File: src/rtl/instr_fetch_unit.sv
// instr_fetch_unit: in-order instruction fetch between the program counter and
// instruction memory. Issues credit-limited requests over a valid/ready port,
// tags each request with its pc, buffers returned words with their pc, and
// hands them to decode over valid/ready. A flush (taken jump) discards all
// buffered words and drops responses still in flight.
//
// Optional feature: define IFU_BYPASS_EN to forward a response straight to
// decode in the same cycle when the buffer is empty. Without it every word
// spends one cycle in the buffer.
module instr_fetch_unit #(
   parameter int ADDR_W = 32,
   parameter int DATA_W = 32,
   parameter int DEPTH  = 2
) (
   input  logic              clk,
   input  logic              rst,
   input  logic [ADDR_W-1:0] pc,
   input  logic              flush,
   output logic              stall,
   output logic              mem_req_valid,
   output logic [ADDR_W-1:0] mem_req_addr,
   input  logic              mem_req_ready,
   input  logic              mem_rsp_valid,
   input  logic [DATA_W-1:0] mem_rsp_data,
   output logic              instr_valid,
   output logic [DATA_W-1:0] instr,
   output logic [ADDR_W-1:0] instr_pc,
   input  logic              instr_ready
);

   localparam int PTR_W = $clog2(DEPTH);
   localparam int CNT_W = PTR_W + 1;

   typedef enum logic {FETCH, DRAIN} state_t;

   state_t state, state_nxt;
   logic   started;

   // Requests in flight, words buffered, and responses still to be discarded
   logic [CNT_W-1:0] outstanding;
   logic [CNT_W-1:0] fifo_count;
   logic [CNT_W-1:0] drop_cnt;

   // Tag queue: pc of every accepted request, in issue order
   logic [ADDR_W-1:0] tagq [DEPTH];
   logic [PTR_W-1:0]  tag_wr;
   logic [PTR_W-1:0]  tag_rd;

   // Instruction buffer: returned word plus its pc
   logic [DATA_W-1:0] fifo_data [DEPTH];
   logic [ADDR_W-1:0] fifo_pc   [DEPTH];
   logic [PTR_W-1:0]  fifo_wr;
   logic [PTR_W-1:0]  fifo_rd;

   logic             in_fetch;
   logic [CNT_W:0]   occupancy;
   logic             credit;
   logic             req_fire;
   logic             rsp_take;
   logic             fifo_empty;
   logic             byp;
   logic             fifo_push;
   logic             fifo_pop;
   logic [CNT_W-1:0] rsp_left;

   // Request side: credit covers both in-flight requests and buffered words,
   // so a returning word always has a buffer slot.
   always_comb begin
      in_fetch      = (state == FETCH);
      occupancy     = {1'b0, outstanding} + {1'b0, fifo_count};
      credit        = (occupancy < (CNT_W+1)'(DEPTH));
      mem_req_valid = started & in_fetch & credit & ~flush;
      mem_req_addr  = pc;
      req_fire      = mem_req_valid & mem_req_ready;
      stall         = ~req_fire;
   end

   // Response and decode side: a response seen together with flush is dropped
   always_comb begin
      rsp_take   = mem_rsp_valid & in_fetch & ~flush;
      fifo_empty = (fifo_count == '0);
`ifdef IFU_BYPASS_EN
      byp        = rsp_take & fifo_empty;
`else
      byp        = 1'b0;
`endif
      instr_valid = ~fifo_empty | byp;
      if (byp) begin
         instr    = mem_rsp_data;
         instr_pc = tagq[tag_rd];
      end else if (!fifo_empty) begin
         instr    = fifo_data[fifo_rd];
         instr_pc = fifo_pc[fifo_rd];
      end else begin
         instr    = '0;
         instr_pc = '0;
      end
      fifo_pop  = ~fifo_empty & instr_ready;
      // A bypassed word that decode takes immediately never enters the buffer
      fifo_push = rsp_take & ~(byp & instr_ready);
      // Requests still owed by memory once this cycle's response is counted
      rsp_left  = outstanding - CNT_W'(mem_rsp_valid && (outstanding != '0));
   end

   // Next-state logic: drain in-flight responses after a redirect
   always_comb begin
      state_nxt = state;
      case (state)
         FETCH: begin
            if (flush && (rsp_left != '0)) state_nxt = DRAIN;
         end
         DRAIN: begin
            if (mem_rsp_valid && (drop_cnt == CNT_W'(1))) state_nxt = FETCH;
         end
         default: state_nxt = FETCH;
      endcase
   end

   // State register
   always_ff @(posedge clk or posedge rst) begin
      if (rst) state <= FETCH;
      else     state <= state_nxt;
   end

   // Control counters and pointers; flush clears the buffer and tag queue
   always_ff @(posedge clk or posedge rst) begin
      if (rst) begin
         started     <= 1'b0;
         outstanding <= '0;
         fifo_count  <= '0;
         drop_cnt    <= '0;
         tag_wr      <= '0;
         tag_rd      <= '0;
         fifo_wr     <= '0;
         fifo_rd     <= '0;
      end else begin
         started <= 1'b1;
         if (in_fetch && flush) begin
            outstanding <= '0;
            fifo_count  <= '0;
            drop_cnt    <= rsp_left;
            tag_wr      <= '0;
            tag_rd      <= '0;
            fifo_wr     <= '0;
            fifo_rd     <= '0;
         end else if (in_fetch) begin
            outstanding <= outstanding + CNT_W'(req_fire) - CNT_W'(rsp_take);
            fifo_count  <= fifo_count + CNT_W'(fifo_push) - CNT_W'(fifo_pop);
            tag_wr      <= tag_wr + PTR_W'(req_fire);
            tag_rd      <= tag_rd + PTR_W'(rsp_take);
            fifo_wr     <= fifo_wr + PTR_W'(fifo_push);
            fifo_rd     <= fifo_rd + PTR_W'(fifo_pop);
         end else if (mem_rsp_valid && (drop_cnt != '0)) begin
            drop_cnt <= drop_cnt - CNT_W'(1);
         end
      end
   end

   // Data storage: tag and buffer contents are only meaningful under their counts
   always_ff @(posedge clk) begin
      if (req_fire) tagq[tag_wr] <= pc;
      if (fifo_push) begin
         fifo_data[fifo_wr] <= mem_rsp_data;
         fifo_pc[fifo_wr]   <= tagq[tag_rd];
      end
   end

   a_occupancy: assert property (@(posedge clk) disable iff (rst)
      ({1'b0, outstanding} + {1'b0, fifo_count}) <= (CNT_W+1)'(DEPTH));

   a_rsp_expected: assert property (@(posedge clk) disable iff (rst)
      mem_rsp_valid |-> ((state == FETCH) ? (outstanding != '0) : (drop_cnt != '0)));

endmodule
File: config.mk
export PLATFORM = sky130hd
export DESIGN_NAME = instr_fetch_unit
export DESIGN_NICKNAME = d
export VERILOG_FILES = /design/src/rtl/instr_fetch_unit.sv
export SDC_FILE = /design/constraint.sdc
export NUM_CORES = 1
export LEC_CHECK = 0
export ABC_AREA = 1
export CORE_UTILIZATION = 25
export DETAILED_ROUTE_END_ITERATION = 8
export SLEW_MARGIN = 20
export SYNTH_ARGS = -nofsm -noshare
export SYNTH_HDL_FRONTEND = slang
export SYNTH_SLANG_ARGS = --single-unit
File: constraint.sdc
create_clock -name clk -period 4.1 [get_ports clk]
set_input_delay 0.41 -clock clk [delete_from_list [all_inputs] [get_ports clk]]
set_output_delay 0.41 -clock clk [all_outputs]
set_load 0.02 [all_outputs]
* Word level (Yosys, flattened, before mapping)
Memory sizes are Yosys's and may differ from the RTL's. Index checks and enable logic that the tools add are counted.
Cells by class: $add $sub $neg 11, magnitude comparators 1, equal/unequal tests 2, mux-type cells 24, bitwise operators 11, reductions and logical operators 12
Operator list (count):
- 2-to-1 mux 32 bit | 2
- 2-to-1 mux 1 bit | 14
- 2-to-1 mux 2 bit | 7
- nonzero test 2 bit | 5
- AND 1 bit | 7
- subtractor 2 x 1 -> 2 bit | 3
- logical AND 1 bit | 5
- adder 1 bit | 4
- adder 2 x 1 -> 2 bit | 2
- inverter 1 bit | 4
- adder 2 x 2 -> 3 bit | 1
- < comparator 3 x 2 -> 1 bit (second input constant) | 1
- equality test 2 x 1 -> 1 bit (second input constant) | 1
- logical NOT 2 bit | 1
- != test 2 x 1 -> 1 bit (second input constant) | 1
- case mux 1 bit (2 select lines) | 1
- AND reduction 2 bit | 1
- subtractor 2 x 1 -> 2 bit (second input constant) | 1
Storage, ports and cells: bits in registers 12, RAM bits 192, bits of input ports 70, word-level logic and storage cells 73, memories kept 3
Memory list:
- fifo_data | depth 2, bits a word 32, rd ports 1, clocked after Yosys merged registers in 0, write ports 1, RTL line 50 | logic [DATA_W-1:0] fifo_data [DEPTH];
- fifo_pc | depth 2, bits a word 32, rd ports 1, clocked after Yosys merged registers in 0, write ports 1, RTL line 51 | logic [ADDR_W-1:0] fifo_pc [DEPTH];
- tagq | depth 2, bits a word 32, rd ports 1, clocked after Yosys merged registers in 0, write ports 1, RTL line 45 | logic [ADDR_W-1:0] tagq [DEPTH];

* Logic depth before layout (Yosys ltp)
depth in word-level cells 9, mapped depth 14, mapped depth without buffers 14

* Least setup slack after synthesis
No wires, ideal clock.
kind register to register, start reg state, end mem fifo_data[0][0], enable pin, library setup time 0.429 ns, arrival 2.426 ns, required time 3.671 ns, path slack 1.245 ns, cell stages (with the launch flop) 5, path buffers 0, clock period less this slack 2.855 ns, cells stage by stage dfrtp_1 -> inv_2 -> nand2_1 -> nor2_1 -> ha_1
On the way: longest elaborated chain between the ends 5
Ends and longest elaborated chain:
- start, declared | RTL line 36 | state_t state, state_nxt;
- start signal, assigned | RTL line 122 | else state <= state_nxt;
- inverter 1 bit
- AND 1 bit (2 in a row) | RTL line 80 | rsp_take = mem_rsp_valid & in_fetch & ~flush;
- 2-to-1 mux 1 bit | RTL line 162 | if (fifo_push) begin
- 2-to-1 mux 1 bit (implied by the code) | RTL line 163 | fifo_data[fifo_wr] <= mem_rsp_data;
- end, declared | RTL line 50
No other way between the ends.

* Worst setup path in the final report
start reg fifo_rd, end out instr[3]
On the way: longest elaborated chain between the ends 2
Ends and longest elaborated chain:
- start, declared | RTL line 53 | logic [PTR_W-1:0] fifo_rd;
- start signal, assigned | RTL line 152 | fifo_rd <= fifo_rd + PTR_W'(fifo_pop);
- memory (2 x 32 bit)
- 2-to-1 mux 32 bit | RTL line 91 | end else if (!fifo_empty) begin
- end, declared | RTL line 26 | output logic [DATA_W-1:0] instr,
No other way between the ends.

==> results.md <==
- Cell Count, Final, Fillers Out: 1,252
- Status: finished clean
- Vias in the first global route: 4,950
- Post-synthesis sequential area ratio: 72.2%
- Synth top area share: 68.6%
- CTS resizes: 0
- Req. time, crit path: 3690 ps
- Worst R2R Setup Slack: 1580 ps
- Antenna violations before repair: 2
- Synthesis-to-layout area growth: 30.8%
- Share of cells above drive strength 1: 12.6%
- Sink Count: 204
- Clock skew: 19.2 ps
- Kind of end point of the critical path: primary output
- Most frequent cells in the layout: nand2_1 (256), edfxtp_1 (192), clkdlybuf4s50_1 (168)
- Most common cell after layout, fill and taps aside: nand2_1
- Filler instances: 3,205
- Max Slew Vio Count: 0
- Worst hold path class: primary input to asynchronous set/reset pin
- Final wirelength: 17,700 um
- Setup Viol. Count Final: 0
- Insertion delay to the later sink of the worst-skew pair: 510 ps
- Via count: 4,964
- Final hold viol count: 0
- Crit path setup slack, layout: 926 ps
- Chip height: 185 um
- Detailed-route vias per instance: 3.96
- Largest net degree at the start of global routing: 66
- Placed insts: 1,210
- Hold Buf Count CTS: 0
- Rows: 66
- Synth area leaders: edfxtp_1 (69%), nand2_1 (11%), a21oi_2 (5.2%)
- Detailed Route Iter0 Violations: 175
- Critical Path AT: 2760 ps
- Core ar.: 32,800 sq um
- Deepest level of the CTS H-tree: 1
- CTS buffer count: 24
- WL/cell: 14.2 um
- Die width: 185 um
- Final TNS setup: 0 ps
- Routed Antenna Nets: 0
- Synthesized flop and latch total: 204
- Worst-path clk slew: 60 ps
- Max clock buf depth: 3
- Kind of critical path: flop to primary output
- Syn_nets: 740
- GR Util All Layers: 10.5%
- Cell Area, Synth: 8400 sq um
- Dpl hpwl: 11,200 um
- Post-place setup slack: 1350 ps
- Nets: 876
- Largest area contributor in the synthesized netlist: edfxtp_1
- DR DRC count: 0
- Rel. slew slack: 33.3%
- Fin crit share: 77.4%
- Min Tclk post-route: 3170 ps
- Hold slack: 226 ps
- First-pass GRT wire length: 27,700 um
- DIE AREA: 34,300 sq um
- CTS tree: done
- Pwr dens: 619 nW/um^2
- DR pass1 iterations: 4
- Unrepaired setup endpoints after global routing: no
- Max Fanout on Critical Path: 49
- Post-CTS Setup Inserts: 0
- MaxCap Viol Count: 0
- Startpoint class of the critical path: flop
- Netlist cell types: 22
- Yosys Warn Count: 0
- Initial core utilization: 25.6%
- GRT overflow: 0
- Post-Synthesis Cells: 658
- Pleak: 3.91 nW
- Measured slew at the worst slew-check pin: 1000 ps
- Avg Inst Size Synth: 12.8 sq um
- Port buffer count: 168
- Fmax achieved: 0.315 GHz
- IO Count: 169
- Routability cong.: 0.748
- Root Buffer: clkbuf_16
- Max VDD drop: 0.266 mV
where the power goes:
| part | internal [mW] | total (mW) | switching (mW) |
|---|---|---|---|
| registers | 2.58 | 2.71 | 0.133 |
| logic | 0.784 | 2.11 | 1.32 |
| clock network | 1.19 | 1.98 | 0.788 |
| total | 4.56 | 6.80 | 2.25 |
final cells by class:
class,instances,area (sq um),share of cell area (%)
antenna,1,2.50,0.0228
clock buffer,28,616,5.60
clock inverter,13,123,1.12
inverter,34,130,1.18
multi-input combinational,360,1800,16.4
sequential,204,6070,55.2
tap,442,553,5.03
timing repair buffer,170,1700,15.4
worst paths after layout:
path	endpoint	cells after the start	start
min in group clk	fifo_data[0][0]	1	mem_rsp_data[0]
min reg2reg	drop_cnt[1]	2	drop_cnt[1]
max in group asynchronous	fifo_rd	2	rst
min	drop_cnt[1]	2	rst
max	instr[3]	5	fifo_rd
max reg2reg	tagq[0][17]	9	outstanding[0]
sequential cells by signal (all words and copies together), names as in the netlist:
| register | cells |
|---|---|
| fifo_data | 64 |
| tag_rd | 1 |
| fifo_pc | 64 |
| tag_wr | 1 |
| tagq | 64 |
| started | 1 |
| drop_cnt | 2 |
| fifo_wr | 1 |
| fifo_rd | 1 |
| fifo_count | 2 |
| outstanding | 2 |
| state | 1 |
Yosys cell counts (all sizes together):
cell type,count
dfrtp,12
inv,33
edfxtp,192
o21ai,4
ha,11
buf,58
conb,1
nand2,257
o22ai,2
nand3,10
nand4,1
a21oi,66
clkinv,1
clkbuf,2
nor2,7
fa,1
stage by stage:
stage / total power [mW] / utilization (%) / instance area [sq um]
floorplan: 4.11 / - / 8400
global placement: 4.88 / 31.3 / 10200
detailed placement: 4.92 / 31.3 / 10200
CTS: 6.94 / 33.5 / 11000
global route: 7.21 / 33.5 / 11000
finish: 6.80 / 33.5 / 11000
cells by family (layout without fill, tap and decap cells):
| family | after synthesis | count (layout) | synth area share, % |
|---|---|---|---|
| AO/OA/AOI/OAI | 72 | 72 | 6.55 |
| other | 1 | 2 | 0.0446 |
| flip-flops | 204 | 204 | 72.2 |
| adder cells (fa/ha/maj) | 12 | 12 | 1.88 |
| buffers and inverters | 94 | 245 | 6.70 |
| AND/OR/NAND/NOR | 275 | 275 | 12.6 |
critical path, stage by stage (launching register included):
cell and delay, ps:
dfrtp_2 400, inv_2 670, buf_4 340, nand2_1 90, a21oi_2 120, clkdlybuf4s50_1 620
layer usage:
layer / share of wire [%] / vias to the layer above / routed length [um] / track usage, %
met4: 2.4 / 2 / 433 / 3.04
met1: 44 / 2323 / 7850 / 13.4
li1: - / 2475 / - / -
met3: 5.8 / 24 / 1030 / 2.62
met5: 0.073 / - / 13 / 0
met2: 47 / 140 / 8410 / 17.6
(Power assumes the default switching activity.)
